File: src/rtl/pipe_ctrl.sv
// pipe_ctrl: pipeline sequencer for the 5-stage OpenMIPS core.
//
// Merges the per-stage stall requests into the stall[5:0] hold vector. Turns a
// MEM-stage exception into a single-cycle flush with a redirect PC. After each
// flush it holds a refill window during which further exceptions are ignored.
// It also keeps saturating stall/flush counters and a sticky stall watchdog.
//
// Ports
//   clk, rst         clock; synchronous active-high reset
//   stallreq_if/id/ex/mem  per-stage stall requests
//   excepttype_i     MEM-stage exception code (0 = none)
//   cp0_epc_i        EPC from CP0; this is the return target for ERET
//   stall[5:0]       hold vector: [0]PC [1]IF [2]ID [3]EX [4]MEM [5]WB
//   flush            flush all pipeline registers this cycle
//   new_pc           redirect PC while flush=1, otherwise 0
//   stall_cnt        saturating count of cycles with stall != 0
//   flush_cnt        saturating count of accepted flushes
//   wdt_timeout      sticky; set after WDT_LIMIT consecutive stalled cycles
//   dbg_state        FSM state (0 = RUN, 1 = REFILL)
module pipe_ctrl #(
  parameter logic [31:0] EXC_VECTOR    = 32'h0000_0020,
  parameter int          REFILL_CYCLES = 3,
  parameter int          WDT_LIMIT     = 1024
) (
  input  logic        clk,
  input  logic        rst,
  input  logic        stallreq_if,
  input  logic        stallreq_id,
  input  logic        stallreq_ex,
  input  logic        stallreq_mem,
  input  logic [31:0] excepttype_i,
  input  logic [31:0] cp0_epc_i,
  output logic [5:0]  stall,
  output logic        flush,
  output logic [31:0] new_pc,
  output logic [31:0] stall_cnt,
  output logic [15:0] flush_cnt,
  output logic        wdt_timeout,
  output logic        dbg_state
);

  localparam int RW = $clog2(REFILL_CYCLES) + 1;
  localparam int WW = $clog2(WDT_LIMIT) + 1;
  localparam logic [RW-1:0] REFILL_LOAD = RW'(REFILL_CYCLES - 1);
  localparam logic [WW-1:0] WDT_LAST    = WW'(WDT_LIMIT - 1);
  localparam logic [31:0]   ERET_CODE   = 32'h0000_000e;

  typedef enum logic {
    S_RUN    = 1'b0,
    S_REFILL = 1'b1
  } state_t;

  state_t          r_state;
  logic [RW-1:0]   r_refill_cnt;
  logic [31:0]     r_stall_cnt;
  logic [15:0]     r_flush_cnt;
  logic [WW-1:0]   r_wdt_cnt;
  logic            r_wdt_timeout;

  logic            w_exc_valid;
  logic [5:0]      w_stall;
  logic            w_flush;
  logic [31:0]     w_new_pc;
  logic            w_stalled;

  // Stall and flush are combinational so the pipeline registers see them at
  // the same edge as the request. An accepted exception overrides every stall
  // request, because the flushed instructions are discarded anyway.
  always_comb begin
    w_exc_valid = (excepttype_i != 32'd0) && (r_state == S_RUN);
    w_stall     = 6'b000000;
    w_flush     = 1'b0;
    w_new_pc    = 32'd0;
    if (w_exc_valid) begin
      w_flush  = 1'b1;
      w_new_pc = (excepttype_i == ERET_CODE) ? cp0_epc_i : EXC_VECTOR;
    end else if (stallreq_mem) begin
      w_stall = 6'b011111;
    end else if (stallreq_ex) begin
      w_stall = 6'b001111;
    end else if (stallreq_id) begin
      w_stall = 6'b000111;
    end else if (stallreq_if) begin
      w_stall = 6'b000011;
    end
    w_stalled = (w_stall != 6'b000000);
  end

  // In REFILL, MEM still holds the old exception code until the flush has
  // drained it; the window keeps that stale code from flushing again.
  always_ff @(posedge clk) begin
    if (rst) begin
      r_state      <= S_RUN;
      r_refill_cnt <= '0;
    end else begin
      case (r_state)
        S_RUN: begin
          if (w_exc_valid) begin
            r_state      <= S_REFILL;
            r_refill_cnt <= REFILL_LOAD;
          end
        end
        S_REFILL: begin
          if (r_refill_cnt == '0) begin
            r_state <= S_RUN;
          end else begin
            r_refill_cnt <= r_refill_cnt - 1'b1;
          end
        end
        default: begin
          r_state      <= S_RUN;
          r_refill_cnt <= '0;
        end
      endcase
    end
  end

  // Performance counters saturate rather than wrap.
  always_ff @(posedge clk) begin
    if (rst) begin
      r_stall_cnt <= 32'd0;
      r_flush_cnt <= 16'd0;
    end else begin
      if (w_stalled && (r_stall_cnt != 32'hFFFF_FFFF)) begin
        r_stall_cnt <= r_stall_cnt + 32'd1;
      end
      if (w_flush && (r_flush_cnt != 16'hFFFF)) begin
        r_flush_cnt <= r_flush_cnt + 16'd1;
      end
    end
  end

  // The watchdog count holds at WDT_LAST. Seeing that value on another stalled
  // cycle means WDT_LIMIT stalled cycles in a row, so the sticky flag is set.
  always_ff @(posedge clk) begin
    if (rst) begin
      r_wdt_cnt     <= '0;
      r_wdt_timeout <= 1'b0;
    end else if (w_stalled) begin
      if (r_wdt_cnt == WDT_LAST) begin
        r_wdt_timeout <= 1'b1;
      end else begin
        r_wdt_cnt <= r_wdt_cnt + 1'b1;
      end
    end else begin
      r_wdt_cnt <= '0;
    end
  end

  assign stall       = w_stall;
  assign flush       = w_flush;
  assign new_pc      = w_new_pc;
  assign stall_cnt   = r_stall_cnt;
  assign flush_cnt   = r_flush_cnt;
  assign wdt_timeout = r_wdt_timeout;
  assign dbg_state   = (r_state == S_REFILL);

endmodule

File: config.mk
export PLATFORM = sky130hd
export DESIGN_NAME = pipe_ctrl
export DESIGN_NICKNAME = d
export VERILOG_FILES = /design/src/rtl/pipe_ctrl.sv
export SDC_FILE = /design/constraint.sdc
export NUM_CORES = 1
export LEC_CHECK = 0
export ABC_AREA = 1
export CAP_MARGIN = 20
export CORE_UTILIZATION = 35
export DETAILED_ROUTE_END_ITERATION = 10
export PLACE_DENSITY = 0.66
export SLEW_MARGIN = 20
export SYNTH_ARGS = -nofsm -noshare
export SYNTH_HDL_FRONTEND = slang
export SYNTH_SLANG_ARGS = --single-unit
File: constraint.sdc
create_clock -name clk -period 5.2 [get_ports clk]
set_clock_uncertainty 0.2 [all_clocks]
set_input_delay 1.04 -clock clk [delete_from_list [all_inputs] [get_ports clk]]
set_output_delay 1.04 -clock clk [all_outputs]
set_load 0.005 [all_outputs]
==> metrics.csv <==
metric,value,unit
crit path kind,in -> out,
Die ar.,12700,µm²
cts bufs inserted,9,
Final HPWL DP,9740,µm
Post-Synth XOR/XNOR Area,5.94,%
relative slew slack,46.6,%
"CP delay by family, top",buffers and inverters,
CTS Root Cell,clkbuf_16,
dpl cells,990,
largest family of logic cells by synthesized area,simple AND/OR/NAND/NOR gates,
CP max stage delay,0.51,ns
Int Power,1070,µW
"Hold Vio Cnt, Final",0,
crit path time final,4.50,ns
Vias,4906,
Post-CTS Setup Inserts,0,
core footprint,12000,µm²
Filler Cell Count,1199,
NetSw,303,µW
CTS Sinks,64,
crit share post-route,86.6,%
"commonest non-fill, non-tap cell in the layout",nand2_1,
detailed router's first-iteration violation count,223,
vias in the first global route,4603,
slowest CP cell,clkdlybuf4s50_1,
ANT nets after route,0,
Via density,4.88,
Yosys top cell area share,29.9,%
largest net degree at the start of global routing,49,
Syn Inst Count,709,
post-synthesis mux area share,0,%
largest buffer count on any clock path,2,
Max Freq,0.222,GHz
Yosys reg bits,64,
Die W,113,µm
ant diodes,0,
status,finished clean,
Reg power frac,36.9,%
LEAKAGE,0.00227,µW
routability congestion estimate,0.885,
worst vdd rail ir drop,0.169,mV
Compound-Gate Fraction of Synth Area,7.81,%
post-cts resize count,0,
Routed wire per std cell,12.7,µm
crit-path most repeated cell,nand2_1,
Switching Share,22.0,%
gr ovfl total,0,
Mapped Nets,784,
Simple-Gate Fraction of Synth Area,47.1,%
Synth Cell Area,4280,µm²
"Req. time, crit path",3.96,ns
max-slew violations,0,
Comb pwr share,11.4,%
final WL,12800,µm
post-route insts no fill,1006,
first-pass GRT wire length,21600,µm
clk_lat worst skew,0.33,ns
ratio of cells with drive above 1 in the final layout,3.84,%
Chip Height,113,µm
RSZ-0062 raised after global routing,no,
all-layer global routing usage,21.1,%
antenna violations before repair,0,
Post-CTS Hold Fix Bufs,0,
Reg area,1280,µm²
CP Capture Type,primary output,
slew at the pin with the worst max-slew slack,0.798,ns
Syn. warnings,0,
ranking of synthesized cells by area,"dfxtp_1, nand2_1, nor2_1",
Layout area overhead,46.6,%
Final #Nets,929,
# setup viols final,0,
PwrDens,219,nW/µm²
Buf/Inv on CP,4,
largest fanout on the critical path,20,
most frequent cells in the layout,"nand2_1, clkdlybuf4s50_1, nor2_1, dfxtp_1, a21oi_1",
DRC violations left,0,
part of the power in the clock network,51.7,%
adder-cell share of the synthesized area,1.46,%
CTS tree,yes,
"Data arrival, critical path",3.26,ns
Netlist cell types,29,
worst path cell trace,"clkdlybuf4s50_1, nor2_1, nand2_1, nor4_1, nand2_1, inv_1, buf_4, nand2_1, nor2_1, clkdlybuf4s50_1",
post-synthesis average cell area,6.04,µm²
DRT Pass-1 Iters,5,
row count,40,
CTS H-tree depth,3,
Port Buf Inserts,157,
register area share after synthesis,29.9,%
max-cap violations,0,
Setup TNS Final,0,ns
I/O pin cnt,159,
CP startpoint kind,primary input,
clk slew on worst S/H paths,0.05,ns
"area leader, netlist",dfxtp_1,
Initial Utilization,35.8,%
HP Class,reg -> reg,
Multi-input gate area,2670,µm²
[registers in the layout, indices dropped and copies added (netlist names)]
| name | count |
|---|---|
| wdt_timeout | 1 |
| flush_cnt | 16 |
| r_wdt_cnt | 11 |
| stall_cnt | 32 |
| dbg_state | 1 |
| r_refill_cnt | 3 |
[power groups by stage]
| stage | Combinational (µW) | Sequential (µW) | Clock, µW |
|---|---|---|---|
| 4_1_cts | 159 | 508 | 727 |
| 6_report | 157 | 508 | 712 |
| 2_1_floorplan | 74.5 | 517 | 0 |
| 3_5_place_dp | 158 | 518 | 0 |
| 5_1_grt | 173 | 509 | 753 |
| 3_3_place_gp | 155 | 517 | 0 |
[layout make-up]
cell class                      instances  area share, %
Multi-Input combinational cell        571           42.6
Timing Repair Buffer                  162           25.6
Sequential cell                        64           20.4
Clock buffer                           11           4.03
Tap cell                              147           2.93
Inverter                               46           2.75
Clock inverter                          5           1.64
[layer usage]
metal | vias up | wire length [µm] | global-route usage (%)
met4 | 0 | 251 | 6.76
li1 | 2555 | - | -
met3 | 19 | 585 | 5.40
met1 | 2216 | 5400 | 24.0
met2 | 116 | 6570 | 38.4
met5 | - | 0 | 0
[per-stage QoR]
step	setup slack (ns)	total power (µW)	utilization [%]	area (µm²)	hold slack, ns
3_3_place_gp	0.723	673	49.5	5920	0.230
6_report	0.697	1380	52.4	6270	0.244
5_1_grt	0.447	1440	52.4	6270	0.285
3_5_place_dp	0.688	676	49.5	5920	0.239
2_1_floorplan	1.89	591	-	4280	0.223
4_1_cts	0.684	1390	52.4	6270	0.247
[final timing paths]
path | slack (ns) | cells past startpoint | start | endpoint
setup / recovery | 0.70 | 10 | excepttype_i[11] | new_pc[30]
hold / removal | 0.24 | 2 | r_wdt_cnt[10] | r_wdt_cnt[10]
setup reg to reg | 2.54 | 10 | stall_cnt[0] | stall_cnt[0]
hold reg to reg | 0.24 | 2 | r_wdt_cnt[10] | r_wdt_cnt[10]
[cell families after synthesis]
family | after synthesis
AOI/OAI and AO/OA | 64
xor gates and xnor gates | 29
adders and majority gates | 5
buffers and inverters | 74
DFF | 64
other | 1
and+or+nand+nor | 472
[worst min-delay path: stages (launching register included)]
cell and delay, ns:
dfxtp_1 0.29, inv_1 0.06, nor3_1 0.05
[Yosys cell counts]
cell      instances
o21a_1            1
clkbuf_1         15
nor2_1          139
dfxtp_1          64
o21ai_4           1
nand2_2           3
nand4_1          36
xnor2_1          12
nor4_1            1
nor3_1            6
nand2_1         250
buf_2             6
ha_1              5
o21ai_0           9
nor2_4            3
buf_6             4
nor2_2            1
nand3_1          14
and2_1            1
conb_1            1
a21oi_1          53
nand3b_1         15
inv_2             1
nand3b_4          1
xor2_1           17
nand3_4           1
nor3_2            1
inv_1            45
buf_4             3
No activity file was read; power rests on OpenSTA's default activity.
